`src/rtl/fetch_pkg.sv`:
```
// fetch_pkg: definitions shared by the fetch stage and its prefetch FIFO.
//   BUBBLE        - all-ones opcode; the pipeline's default path turns it into a no-op with result 0
//   OPC_*         - opcode field values understood by the downstream pipeline
//   fetch_state_t - fetch FSM states
//   fetch_entry_t - one buffered fetch {pc, instr} for 32-bit addresses
package fetch_pkg;

  localparam logic [5:0]  OPC_NOP    = 6'b000000;
  localparam logic [5:0]  OPC_ADD    = 6'b000001;
  localparam logic [5:0]  OPC_SUB    = 6'b000010;
  localparam logic [5:0]  OPC_LOAD   = 6'b000011;
  localparam logic [5:0]  OPC_BUBBLE = 6'b111111;

  localparam logic [31:0] BUBBLE = {OPC_BUBBLE, 26'd0};

  typedef enum logic [0:0] {
    FETCH = 1'b0,
    DRAIN = 1'b1
  } fetch_state_t;

  typedef struct packed {
    logic [31:0] pc;
    logic [31:0] instr;
  } fetch_entry_t;

endpackage

```
`src/rtl/fetch_fifo.sv`:
```
// fetch_fifo: synchronous FIFO holding fetched {pc, instr} entries.
//   clk, reset (async active-low)
//   push/wdata - write an entry (accepted when not full, or when full with a pop)
//   pop/rdata  - rdata shows the head; pop on empty is ignored
//   clear      - empty the FIFO (wins over push/pop)
//   count, full, empty - occupancy status
module fetch_fifo
  import fetch_pkg::*;
#(
  parameter int WIDTH = 64,
  parameter int DEPTH = 4
) (
  input  logic                         clk,
  input  logic                         reset,
  input  logic                         push,
  input  logic                         pop,
  input  logic                         clear,
  input  logic [WIDTH-1:0]             wdata,
  output logic [WIDTH-1:0]             rdata,
  output logic [$clog2(DEPTH+1)-1:0]   count,
  output logic                         full,
  output logic                         empty
);

  localparam int PTR_W = $clog2(DEPTH);
  localparam int CNT_W = $clog2(DEPTH + 1);

  logic [WIDTH-1:0] mem [DEPTH];
  logic [PTR_W-1:0] wr_ptr;
  logic [PTR_W-1:0] rd_ptr;
  logic             do_push;
  logic             do_pop;

  assign full    = (count == CNT_W'(DEPTH));
  assign empty   = (count == {CNT_W{1'b0}});
  assign do_pop  = pop && !empty;
  // A full FIFO can still take a push when the head leaves in the same cycle.
  assign do_push = push && (!full || do_pop);
  assign rdata   = mem[rd_ptr];

  // Pointers and occupancy; DEPTH is a power of two so pointers wrap naturally.
  always_ff @(posedge clk or negedge reset) begin
    if (!reset) begin
      wr_ptr <= {PTR_W{1'b0}};
      rd_ptr <= {PTR_W{1'b0}};
      count  <= {CNT_W{1'b0}};
    end else if (clear) begin
      wr_ptr <= {PTR_W{1'b0}};
      rd_ptr <= {PTR_W{1'b0}};
      count  <= {CNT_W{1'b0}};
    end else begin
      if (do_push) begin
        wr_ptr <= wr_ptr + PTR_W'(1);
      end
      if (do_pop) begin
        rd_ptr <= rd_ptr + PTR_W'(1);
      end
      case ({do_push, do_pop})
        2'b10:   count <= count + CNT_W'(1);
        2'b01:   count <= count - CNT_W'(1);
        default: count <= count;
      endcase
    end
  end

  // Storage array write port.
  always_ff @(posedge clk) begin
    if (do_push && !clear) begin
      mem[wr_ptr] <= wdata;
    end
  end

endmodule

```
`src/rtl/instr_fetch_unit.sv`:
```
// instr_fetch_unit: PC owner and fetch stage in front of the 4-stage pipeline.
//   clk, reset (async active-low)
//   imem_req_valid/ready/addr - in-order word read requests to instruction memory
//   imem_rsp_valid/data       - in-order responses, no backpressure
//   redirect_valid/pc         - load a new PC and flush buffered and in-flight fetches
//   stall                     - hold the output register and FIFO
//   instr_out/instr_pc/instr_valid - registered instruction presented to the pipeline
module instr_fetch_unit
  import fetch_pkg::*;
#(
  parameter int                ADDR_W     = 32,
  parameter int                FIFO_DEPTH = 4,
  parameter logic [ADDR_W-1:0] RESET_PC   = {ADDR_W{1'b0}}
) (
  input  logic              clk,
  input  logic              reset,
  output logic              imem_req_valid,
  input  logic              imem_req_ready,
  output logic [ADDR_W-1:0] imem_req_addr,
  input  logic              imem_rsp_valid,
  input  logic [31:0]       imem_rsp_data,
  input  logic              redirect_valid,
  input  logic [ADDR_W-1:0] redirect_pc,
  input  logic              stall,
  output logic [31:0]       instr_out,
  output logic [ADDR_W-1:0] instr_pc,
  output logic              instr_valid
);

  localparam int CNT_W = $clog2(FIFO_DEPTH + 1);
  localparam int SUM_W = CNT_W + 2;

  fetch_state_t        state;
  logic [ADDR_W-1:0]   pc;
  logic [CNT_W-1:0]    outstanding;
  logic [CNT_W-1:0]    drop_cnt;
  logic [CNT_W-1:0]    fifo_count;
  logic                fifo_full;
  logic                fifo_empty;
  logic [ADDR_W+31:0]  fifo_rdata;
  logic                req_enable;
  logic [SUM_W-1:0]    credit_sum;
  logic                req_fire;
  logic                rsp_keep;
  logic                bypass;
  logic                fifo_push;
  logic                fifo_pop;
  logic [ADDR_W-1:0]   rsp_pc;
  logic [CNT_W-1:0]    drop_after_redirect;

  // Every slot that is dropping, in flight or buffered consumes one credit,
  // so the FIFO can never overflow even while the output is stalled.
  assign credit_sum = SUM_W'(drop_cnt) + SUM_W'(outstanding) + SUM_W'(fifo_count);

  assign imem_req_valid = req_enable && !redirect_valid &&
                          (credit_sum < SUM_W'(FIFO_DEPTH));
  assign imem_req_addr  = pc;
  assign req_fire       = imem_req_valid && imem_req_ready;

  // Responses are in order, so once stale ones are dropped the oldest live
  // request sits 'outstanding' words behind the current PC.
  assign rsp_keep = imem_rsp_valid && (drop_cnt == {CNT_W{1'b0}}) && !redirect_valid;
  assign rsp_pc   = pc - (ADDR_W'(outstanding) << 2);

  // An empty FIFO and a moving pipeline let a response go straight to the output register.
  assign bypass    = rsp_keep && fifo_empty && !stall;
  assign fifo_push = rsp_keep && !bypass && (!fifo_full || fifo_pop);
  assign fifo_pop  = !redirect_valid && !stall && !fifo_empty;

  // Stale responses still owed after a redirect; one arriving in the redirect cycle is already gone.
  always_comb begin
    drop_after_redirect = drop_cnt + outstanding;
    if (imem_rsp_valid && (drop_after_redirect != {CNT_W{1'b0}})) begin
      drop_after_redirect = drop_after_redirect - CNT_W'(1);
    end else begin
      drop_after_redirect = drop_cnt + outstanding;
    end
  end

  // Fetch FSM: PC, request/drop accounting and state.
  always_ff @(posedge clk or negedge reset) begin
    if (!reset) begin
      state       <= FETCH;
      pc          <= RESET_PC;
      outstanding <= {CNT_W{1'b0}};
      drop_cnt    <= {CNT_W{1'b0}};
      req_enable  <= 1'b0;
    end else if (redirect_valid) begin
      pc          <= redirect_pc & ~ADDR_W'(3);
      outstanding <= {CNT_W{1'b0}};
      drop_cnt    <= drop_after_redirect;
      state       <= (drop_after_redirect != {CNT_W{1'b0}}) ? DRAIN : FETCH;
      req_enable  <= 1'b1;
    end else begin
      req_enable <= 1'b1;
      if (req_fire) begin
        pc <= pc + ADDR_W'(4);
      end
      case ({req_fire, rsp_keep})
        2'b10:   outstanding <= outstanding + CNT_W'(1);
        2'b01:   outstanding <= outstanding - CNT_W'(1);
        default: outstanding <= outstanding;
      endcase
      if (imem_rsp_valid && (drop_cnt != {CNT_W{1'b0}})) begin
        drop_cnt <= drop_cnt - CNT_W'(1);
      end
      case (state)
        FETCH: state <= FETCH;
        DRAIN: begin
          if ((drop_cnt == {CNT_W{1'b0}}) ||
              (imem_rsp_valid && (drop_cnt == CNT_W'(1)))) begin
            state <= FETCH;
          end
        end
        default: state <= FETCH;
      endcase
    end
  end

  // Output register: redirect forces a bubble even under stall; instr_pc keeps its last value on bubbles.
  always_ff @(posedge clk or negedge reset) begin
    if (!reset) begin
      instr_out   <= BUBBLE;
      instr_pc    <= {ADDR_W{1'b0}};
      instr_valid <= 1'b0;
    end else if (redirect_valid) begin
      instr_out   <= BUBBLE;
      instr_valid <= 1'b0;
    end else if (!stall) begin
      if (!fifo_empty) begin
        instr_out   <= fifo_rdata[31:0];
        instr_pc    <= fifo_rdata[ADDR_W+31:32];
        instr_valid <= 1'b1;
      end else if (bypass) begin
        instr_out   <= imem_rsp_data;
        instr_pc    <= rsp_pc;
        instr_valid <= 1'b1;
      end else begin
        instr_out   <= BUBBLE;
        instr_valid <= 1'b0;
      end
    end
  end

  fetch_fifo #(
    .WIDTH (ADDR_W + 32),
    .DEPTH (FIFO_DEPTH)
  ) u_fifo (
    .clk   (clk),
    .reset (reset),
    .push  (fifo_push),
    .pop   (fifo_pop),
    .clear (redirect_valid),
    .wdata ({rsp_pc, imem_rsp_data}),
    .rdata (fifo_rdata),
    .count (fifo_count),
    .full  (fifo_full),
    .empty (fifo_empty)
  );

endmodule
```
`config.mk`:
```
export PLATFORM = sky130hd
export DESIGN_NAME = instr_fetch_unit
export DESIGN_NICKNAME = d
export VERILOG_FILES = /design/src/rtl/fetch_pkg.sv /design/src/rtl/fetch_fifo.sv /design/src/rtl/instr_fetch_unit.sv
export SDC_FILE = /design/constraint.sdc
export NUM_CORES = 1
export LEC_CHECK = 0
export ABC_AREA = 1
export BUFFER_PORTS_ARGS = -buffer_cell sky130_fd_sc_hd__buf_4
export CAP_MARGIN = 20
export CORE_MARGIN = 3
export CORE_UTILIZATION = 40
export CTS_CLUSTER_SIZE = 8
export DETAILED_ROUTE_END_ITERATION = 8
export MAX_ROUTING_LAYER = met4
export REMOVE_ABC_BUFFERS = 1
export SYNTH_ARGS = -nofsm -noshare
export SYNTH_HDL_FRONTEND = slang
export SYNTH_HIERARCHICAL = 1
export SYNTH_SLANG_ARGS = --single-unit
```
`constraint.sdc`:
```
create_clock -name clk -period 6.03 [get_ports clk]
set_input_delay 1.809 -clock clk [delete_from_list [all_inputs] [get_ports clk]]
set_output_delay 1.809 -clock clk [all_outputs]
set_load 0.02 [all_outputs]
```
---- Word level (Yosys, flattened, before mapping) ----
Memories as Yosys holds them, arrays and structs flattened.
Cells that the tools add are included.
storage, ports and cells
  RAM bits ................................ 256
  memories ................................ 1
  register bits after elaboration ......... 111
cells by class
  order comparisons ....................... 1
  bitwise operators ....................... 2
  add/subtract/negate cells ............... 13
  muxes and demuxes ....................... 25
  equality and inequality tests ........... 7
  reduce and logical (&&, ||, !) cells .... 34
memories
  name        words  bits a word  rd ports  clocked after Yosys merged registers in  write ports  line              text
  u_fifo.mem  4      64           1         0                                        1            fetch_fifo.sv:28  logic [WIDTH-1:0] mem [DEPTH];
operator list
  operator                 count
  $mux W32                 8
  $add A32 B3 Y32 const B  1
  $sub A32 B5 Y32          1
  $logic_and A1 B1 Y1      16
  $mux W3                  5
  $pmux W3 S2              2
  $reduce_bool A3 Y1       4
  $sub A3 B1 Y3 const B    4
  $mux W2                  4
  $reduce_bool A2 Y1       4
  $add A3 B1 Y3 const B    2
  $logic_not A3 Y1         2
  $mux W1                  6
  $add A4 B3 Y5            1
  $logic_not A1 Y1         5
  $lt A5 B3 Y1 const B     1
  $add A2 B1 Y2 const B    2
  $add A3 B3 Y4            1
  $eq A2 B1 Y1 const B     2
  $eq A2 B2 Y1 const B     2
  $add A3 B3 Y3            1
  $eq A3 B3 Y1 const B     1
  $reduce_and A3 Y1        1
  $logic_or A1 B1 Y1       2
  3 further kinds          4

---- Logic depth before layout (Yosys ltp) ----
Gate-level depths: netlist of run 1.
  depth after elaboration ................. 12
  gate-level depth with buffers ........... 20

---- Cells and area by module ----
The synthesis of run 1 kept the hierarchy.
by module, submodules not included
  module            cells each  times used  area each (um^2)  seq. area each (um^2)
  fetch_fifo        687         1           9973.3            7862.5
  instr_fetch_unit  1015        1           6786.5            2560.0

---- Least setup slack after synthesis of run 1 ----
No wires, ideal clock.
  path kind ............................... input -> register
  start point ............................. input redirect_valid
  end point ............................... memory u_fifo.mem[0][0], enable pin
  cell stages on the path ................. 12
  library setup time ...................... 0.486 ns
  arrival time ............................ 5.529 ns
  path slack .............................. 0.015 ns
  cells stage by stage .................... inv_2 > nand2_1 > nor2_2 > buf_2 > inv_1 > nand2_1 > nand3_1 > inv_1 > nand2_1 > inv_2 > nand2_1 > nor2_1
between the ends
  cells in the longest elaborated chain, start to end .. 11
RTL lines
  what                               line                                            text
  start, declared                    instr_fetch_unit.sv:22                          input logic redirect_valid,
  $logic_not A1 Y1 (*)               instr_fetch_unit.sv:62, instr_fetch_unit.sv:68
  $logic_and A1 B1 Y1                instr_fetch_unit.sv:62                          assign rsp_keep = imem_rsp_valid && (drop_cnt == {CNT_W{1'b0}}) && !redirect_valid;
  $logic_and A1 B1 Y1 (2 in a row)   instr_fetch_unit.sv:66                          assign bypass = rsp_keep && fifo_empty && !stall;
  $logic_not A1 Y1                   instr_fetch_unit.sv:67                          assign fifo_push = rsp_keep && !bypass && (!fifo_full || fifo_pop);
  $logic_and A1 B1 Y1                instr_fetch_unit.sv:67
  $logic_and A1 B1 Y1 (*)            instr_fetch_unit.sv:67
  via fifo_push                      instr_fetch_unit.sv:46                          logic fifo_push;
  $logic_and A1 B1 Y1 (*)            fetch_fifo.sv:38                                assign do_push = push && (!full || do_pop);
  $logic_and A1 B1 Y1 (*)            fetch_fifo.sv:68                                if (do_push && !clear) begin
  $mux W1 (*)                        fetch_fifo.sv:68
  $mux W1 (not written as such) (*)  fetch_fifo.sv:69                                mem[wr_ptr] <= wdata;
  end, declared                      fetch_fifo.sv:28
The timed path passes the listed nets; every way through them passes the cells marked *.

---- Worst setup path after layout of run 1 ----
  start point ............................. register outstanding[1]
  end point ............................... output imem_req_valid
between the ends
  cells in the longest elaborated chain, start to end .. 4
RTL lines
  what                    line                     text
  start, declared         instr_fetch_unit.sv:35   logic [CNT_W-1:0] outstanding;
  start signal, assigned  instr_fetch_unit.sv:85   outstanding <= {CNT_W{1'b0}};
  start signal, assigned  instr_fetch_unit.sv:90   outstanding <= {CNT_W{1'b0}};
  start signal, assigned  instr_fetch_unit.sv:100  2'b10: outstanding <= outstanding + CNT_W'(1);
  $add A3 B3 Y4           instr_fetch_unit.sv:53   assign credit_sum = SUM_W'(drop_cnt) + SUM_W'(outstanding) + SUM_W'(fifo_count);
  $add A4 B3 Y5           instr_fetch_unit.sv:53
  $lt A5 B3 Y1            instr_fetch_unit.sv:56   (credit_sum < SUM_W'(FIFO_DEPTH));
  $logic_and A1 B1 Y1     instr_fetch_unit.sv:55   assign imem_req_valid = req_enable && !redirect_valid &&
  end, declared           instr_fetch_unit.sv:17   output logic imem_req_valid,
No other way between the ends.

==> results of run 1 <==
[worst max-delay path, delay by kind of cell (launching register included)]
family,cells,cell delay [ns]
fa+ha+maj,2,0.95
compound gates,1,0.17
buf+inv,4,0.48
simple gates,3,0.37
flops,1,0.45
[registers in the layout, indices dropped and copies added (netlist names), 2 cells and up]
signal         count
drop_cnt           3
imem_req_addr     30
instr_out         32
instr_pc          32
outstanding        3
u_fifo/count       3
u_fifo/mem       256
u_fifo/rd_ptr      2
u_fifo/wr_ptr      2
[kinds of logic after synthesis]
| family | share of synthesized area |
|---|---|
| AOI/OAI and AO/OA | 0.09324 |
| xor gates and xnor gates | 0.01306 |
| adders and majority gates | 0.01956 |
| buffers and inverters | 0.05450 |
| DFF | 0.6219 |
| other | 0.0004481 |
| and+or+nand+nor | 0.1973 |
[routing by layer]
layer	GRT usage	wire length, um
met3	0.03015	2606
met4	0.07021	1204
met5	-	0
met2	0.3315	21220
met1	0.2877	20810
[power by group through the flow]
stage / logic (W) / clock network [W] / registers, W
global route: 0.00251 / 0.00293 / 0.00341
detailed placement: 0.00227 / 0 / 0.00342
CTS: 0.00228 / 0.00282 / 0.00337
finish: 0.00226 / 0.00276 / 0.00338
global placement: 0.00224 / 0 / 0.00342
floorplan: 0.00112 / 0 / 0.00356
[per-stage QoR]
stage	total power, W	utilization
global route	0.008851	0.4869
CTS	0.008481	0.4869
detailed placement	0.005688	0.4484
finish	0.008403	0.4869
global placement	0.005651	0.4484
floorplan	0.004688	-
[worst max-delay path by stage]
stage | to | slack (ns) | cells after the start
detailed placement | u_fifo/mem[2][49]$_DFFE_PP_ | 1.19 | 13
global route | imem_req_valid | 1.11 | 10
floorplan | u_fifo/mem[0][0]$_DFFE_PP_ | -1.24 | 11
finish | imem_req_valid | 1.24 | 10
CTS | imem_req_valid | 1.21 | 10
global placement | u_fifo/mem[2][49]$_DFFE_PP_ | 1.19 | 13
[layout make-up]
cell class	instances	area [sq um]	share of cell area
Multi-Input combinational cell	1158	5507	0.2751
Inverter	101	381.6	0.01907
Timing Repair Buffer	187	1454	0.07264
Sequential cell	365	10430	0.5210
Clock inverter	3	68.82	0.003438
Clock buffer	94	1510	0.07546
Tap cell	532	665.6	0.03326
[synth_stat cells (5+ instances only)]
master	instances	area share
o21ai_0	102	0.030
nor3_1	11	0.0033
o211ai_1	9	0.0040
nand2_1	415	0.093
xor2_1	20	0.010
dfstp_2	6	0.0094
inv_1	93	0.021
xnor2_1	5	0.0026
nor2_1	260	0.058
a21oi_1	23	0.0069
ha_1	15	0.011
buf_2	24	0.0072
dfrtp_1	103	0.15
a31oi_1	6	0.0022
buf_6	19	0.013
nor2_2	13	0.0049
clkbuf_1	33	0.0074
inv_2	7	0.0016
fa_1	7	0.0084
o21ai_1	67	0.020
nand3_1	100	0.030
o22ai_1	74	0.028
nand4_1	7	0.0026
buf_4	8	0.0036
edfxtp_1	256	0.46
==> impl_metrics.json, run 1 <==
{
  "instances_no_fill": 2440,
  "critical_path_peak_fanout": 4,
  "cts_root_buf": "clkbuf_16",
  "p_int_w": 0.005526,
  "h-tree-depth": 2,
  "holdBufCountCts": 0,
  "clk_path_buf_depth": 3,
  "cp-end-kind": "primary output",
  "startpoint": "outstanding[1]$_DFFE_PN0P_",
  "p_comb_frac": 0.269,
  "core_sq_um": 41110,
  "drive_above_1_share": 0.1509,
  "r2r_cells": 18,
  "power.density_nw_per_um2": 419.9,
  "ys_ff_latch": 365,
  "initial_core_util": 0.4077,
  "yosysUniqueCellTypes": 40,
  "hold_path.class": "reg -> reg",
  "fin_crit_ns": 4.787,
  "place_inst": 2343,
  "r2r_start": "outstanding[1]$_DFFE_PN0P_",
  "synth_cells": 1702,
  "syn_area_sq_um": 16760,
  "maxCapViolCount": 0,
  "irDropWorstVdd_mv": 0.2449,
  "critPathArrivalTime_ns": 2.98,
  "clock_skew_ns": 0.03146,
  "clkPwrFrac": 0.329,
  "gp_congestion": 0.9335,
  "setup_viol_count_final": 0,
  "synth_async_sr_flop_share": 0.2986,
  "first_pass_iters": 5,
  "final_nets": 1957,
  "numPortBuffers": 163,
  "num_rows": 74,
  "p_leak_nw": 8.148,
  "syn2layout_area_growth_pct": 19.42,
  "fill_cells": 3857,
  "synth_warnings": 6,
  "status": "completed",
  "p_seq_frac": 0.402,
  "worstPathCellList": "inv_1, fa_1, a21oi_1, fa_1, inv_1, nand3_1, nor2_2, nand2_1, inv_1, buf_4",
  "placed_area_sq_um": 18440,
  "worstPathRequired_ns": 4.22,
  "r2r_slack_ns": 2.42,
  "fin_hold_ws_ns": 0.4845,
  "wirelength_um": 45840,
  "cp-start-kind": "register",
  "hpwlAfterDp_um": 29910,
  "n_antenna_cell": 0,
  "syn_area_per_cell_sq_um": 9.847,
  "antenna_found_initial": 0,
  "num_vias": 12560,
  "first_iter_violations": 969,
  "grt_pass1_vias": 12260,
  "synth_edf_count": 256,
  "dp_slack_ns": 1.187,
  "antenna_left": 0,
  "wire_per_inst_um": 18.79,
  "overflow": 0,
  "cts.sinks": 365,
  "grt_usage": 0.2119,
  "via_per_inst": 5.149,
  "dieHeight_um": 210.7,
  "ys_seq_area_frac": 0.6219,
  "min_to": "instr_pc[26]$_DFFE_PN0P_",
  "max_freq_mhz": 208.9,
  "criticalPathCategory": "reg -> out",
  "maxSlewHeadroom": 0.3612,
  "setup_slack_ns": 1.243,
  "die_w_um": 210.7,
  "grt_pass1_wl_um": 70770,
  "io_pins": 168,
  "tightest_slew_ns": 0.9582,
  "p_switching_w": 0.002878,
  "rsz0062_at_grt": "false",
  "grt_max_degree": 83,
  "finalHoldViolations": 0,
  "design_area_sq_um": 20010,
  "cts_tree": "built",
  "final_cell_mix": "415 x nand2_1, 256 x nor2_1, 256 x edfxtp_1",
  "numCtsBuffers": 52,
  "min-delay-start": "instr_pc[26]$_DFFE_PN0P_",
  "min_period_over_period": 0.7938,
  "final.setup.tns_ns": 0,
  "drc": 0,
  "min_path_cells": 2,
  "r2r_end": "outstanding[2]$_DFFE_PN0P_",
  "cts-resized-gates": 0,
  "clkLatencyLatePin_ns": 0.59,
  "cp_slowest_stage_delay_ns": 0.52,
  "cp_slowest_cell": "fa_1",
  "final_common_cell": "nand2_1",
  "p_sw_frac": 0.3425,
  "postCtsSetupRepairBufs": 0,
  "path_common_cell": "inv_1",
  "maxSlewViolCount": 0,
  "synth_flop_cell": "edfxtp_1",
  "dieArea_sq_um": 44390,
  "clk_pin_slew_worst_paths_ns": 0.05
}
Note: power is estimated with default switching activity, not from simulation.
==> run 2, diff against run 1 <==
--- a/config.mk
+++ b/config.mk
@@ -5,7 +5,7 @@
 export SDC_FILE = /design/constraint.sdc
 export NUM_CORES = 1
 export LEC_CHECK = 0
-export ABC_AREA = 1
+export ABC_AREA = 0
 export BUFFER_PORTS_ARGS = -buffer_cell sky130_fd_sc_hd__buf_4
 export CAP_MARGIN = 20
 export CORE_MARGIN = 3
==> constraint.sdc (replaced) <==
create_clock -name clk -period 4.7 [get_ports clk]
set_input_delay 1.41 -clock clk [delete_from_list [all_inputs] [get_ports clk]]
set_output_delay 1.41 -clock clk [all_outputs]
set_load 0.02 [all_outputs]
==> run 2 against run 1 <==
Count of clock-buffer cells in the layout shrank 3. Clock power is 21% higher. Critical path depth is 2 lower. Core utilization rose by 1.3 points. Area after synthesis shrank 6.5%. Synthesized cell count shrank 39%.
==> impl_metrics.json, run 2 <==
{
  "status": "completed",
  "finalHoldViolations": 0,
  "grt_use_met3": 0.03185,
  "dp_slack_ns": 0.7756,
  "die_w_um": 203.9,
  "yosysTopAreaCellShare": 0.4907,
  "syn_area_sq_um": 15670,
  "clkLatencyLatePin_ns": 0.55,
  "cts-resized-gates": 0,
  "hold_path.class": "reg -> reg",
  "first_iter_violations": 707,
  "yosysUniqueCellTypes": 67,
  "antenna_left": 0,
  "synthAdderAreaFrac": 0.02093,
  "dieArea_sq_um": 41570,
  "synth_cells": 1033,
  "final_cell_mix": "256 x edfxtp_1, 183 x buf_4, 101 x dfrtp_1",
  "drc": 0,
  "met1_usage": 0.2573,
  "ys_ff_latch": 365,
  "synth_async_sr_flop_share": 0.2986,
  "grt_max_degree": 60,
  "wirelength_um": 37440,
  "criticalPathCategory": "reg -> out",
  "antenna_found_initial": 0,
  "cp-end-kind": "primary output",
  "numPortBuffers": 163,
  "reg.largest.list": "u_fifo/mem x256, instr_out x32, instr_pc x32",
  "worstPathRequired_ns": 3.29,
  "cpLargestDelayFamily": "adder cells",
  "synth_top_family_by_area": "multiplexers",
  "critPathArrivalTime_ns": 3.09,
  "grt.met2_usage": 0.2964,
  "setup_viol_count_final": 0,
  "p_leak_nw": 7.184,
  "seq_area_sq_um": 10430,
  "path_common_cell": "inv_1",
  "num_rows": 71,
  "fin_hold_ws_ns": 0.4793,
  "synth_area_leaders": "edfxtp_1 49%, dfrtp_1 16%, mux4_2 9.2%",
  "initial_core_util": 0.4110,
  "cp_slowest_cell": "dfrtp_1",
  "fin_crit_ns": 4.501,
  "io_pins": 168,
  "maxCapViolCount": 0,
  "n_antenna_cell": 0,
  "grt_pass1_vias": 10040,
  "critical_path_peak_fanout": 12,
  "cp_slowest_stage_delay_ns": 0.58,
  "irDropWorstVdd_mv": 0.2250,
  "setup_slack_ns": 0.1991,
  "gp_congestion": 0.7765,
  "tightest_slew_ns": 0.9153,
  "synth_warnings": 6,
  "clk_pin_slew_worst_paths_ns": 0.05,
  "worstPathCellList": "inv_1, fa_1, inv_1, ha_1, or3b_2, o22ai_1, nor2b_1, buf_4",
  "finalPower_w": 0.008440,
  "cts_tree": "built",
  "synth_edf_count": 256,
  "synth_top_cell_by_area": "edfxtp_1",
  "busiest_layer": "met2",
  "synth_most_common_cell": "edfxtp_1",
  "synth-simple-area-share": 0.07173,
  "cts_root_buf": "clkbuf_16",
  "core_sq_um": 38110,
  "num_vias": 9688,
  "synthXorXnorAreaFrac": 0.02452,
  "wire_per_inst_um": 21.16,
  "final_nets": 1310,
  "clk_path_buf_depth": 3,
  "via_per_inst": 5.477,
  "postCtsSetupRepairBufs": 0,
  "first_pass_iters": 6,
  "multi_input_area_sq_um": 4732,
  "dieHeight_um": 203.9,
  "top_register": "u_fifo/mem",
  "syn_area_per_cell_sq_um": 15.16,
  "synth_common_cells": "256 x edfxtp_1, 103 x dfrtp_1, 64 x mux4_2",
  "hpwlAfterDp_um": 23400,
  "power.density_nw_per_um2": 442.8,
  "synth_compound_gate_area_share": 0.08235,
  "largest_reg_flops": 256,
  "max_freq_mhz": 222.2,
  "synth_flop_cell": "edfxtp_1",
  "critPathBufInv": 3,
  "min_period_over_period": 0.9576,
  "numCtsBuffers": 51,
  "maxSlewHeadroom": 0.3876,
  "overflow": 0,
  "drive_above_1_share": 0.2758,
  "clock_skew_ns": 0.01731,
  "fill_cells": 3236,
  "rsz0062_at_grt": "false",
  "maxSlewViolCount": 0,
  "cp-start-kind": "register",
  "ys_seq_area_frac": 0.6653,
  "synth.area.mux_share": 0.09872,
  "final_common_cell": "edfxtp_1",
  "cts.sinks": 365,
  "grt_usage": 0.1873,
  "grt_pass1_wl_um": 58650,
  "syn2layout_area_growth_pct": 21.68,
  "h-tree-depth": 2,
  "holdBufCountCts": 0
}
run 2: final timing paths:
kind / from / to / slack [ns] / cells past startpoint
max: u_fifo/count[2]$_DFFE_PN0P_ / imem_req_valid / 0.20 / 8
min: instr_valid$_DFFE_PN0P_ / instr_valid$_DFFE_PN0P_ / 0.48 / 2
max reg2reg: u_fifo/count[1]$_DFFE_PN0P_ / outstanding[2]$_DFFE_PN0P_ / 0.99 / 12
min reg2reg: instr_valid$_DFFE_PN0P_ / instr_valid$_DFFE_PN0P_ / 0.48 / 2
max in group asynchronous: reset / u_fifo/rd_ptr[0]$_DFFE_PN0P_ / 3.11 / 2
min in group asynchronous: reset / instr_out[1]$_DFFE_PN0P_ / 0.80 / 1
run 2: layout make-up:
class                   count  share of cell area
repair buffers            194             0.08363
clock buffers              91             0.07536
well taps                 511             0.03354
inverters                  53             0.01044
clock inverters             2            0.001707
flip-flops and latches    365              0.5471
multi-input cells         553              0.2483
run 2: routing by layer:
metal  routed length, um  vias up
met4                 714        0
met1               16550     4888
met2               17690      355
met5                   0        -
met3                2480       61
li1                    -     4384
run 2: per-stage QoR:
| stage | TNS, ns | util | instance area (sq um) | cells |
|---|---|---|---|---|
| 2_1_floorplan | -179.86 | - | 15330 | 971 |
| 5_1_grt | 0 | 0.5001 | 19060 | 1769 |
| 3_5_place_dp | 0 | 0.4616 | 17590 | 1676 |
| 6_report | 0 | 0.5001 | 19060 | 1769 |
| 4_1_cts | 0 | 0.5001 | 19060 | 1769 |
| 3_3_place_gp | 0 | 0.4616 | 17590 | 1676 |
run 2: where the power goes:
group / internal (W) / total (W) / switching (W)
sequential: 0.00367 / 0.00386 / 0.000189
combinational: 0.000522 / 0.00124 / 0.000719
clock: 0.00204 / 0.00334 / 0.00130
run 2: kinds of logic after synthesis:
kind of cell	after synthesis
XOR/XNOR	43
multiplexers	74
buffers and inverters	124
AND/OR/NAND/NOR	221
other	2
flip-flops	365
AO/OA/AOI/OAI	182
adder cells (fa/ha/maj)	22
run 2: tightest hold or removal path: cells and delay by family (launching register included):
family	cells	cell delay (ns)
DFF	1	0.34
and+or+nand+nor	2	0.10
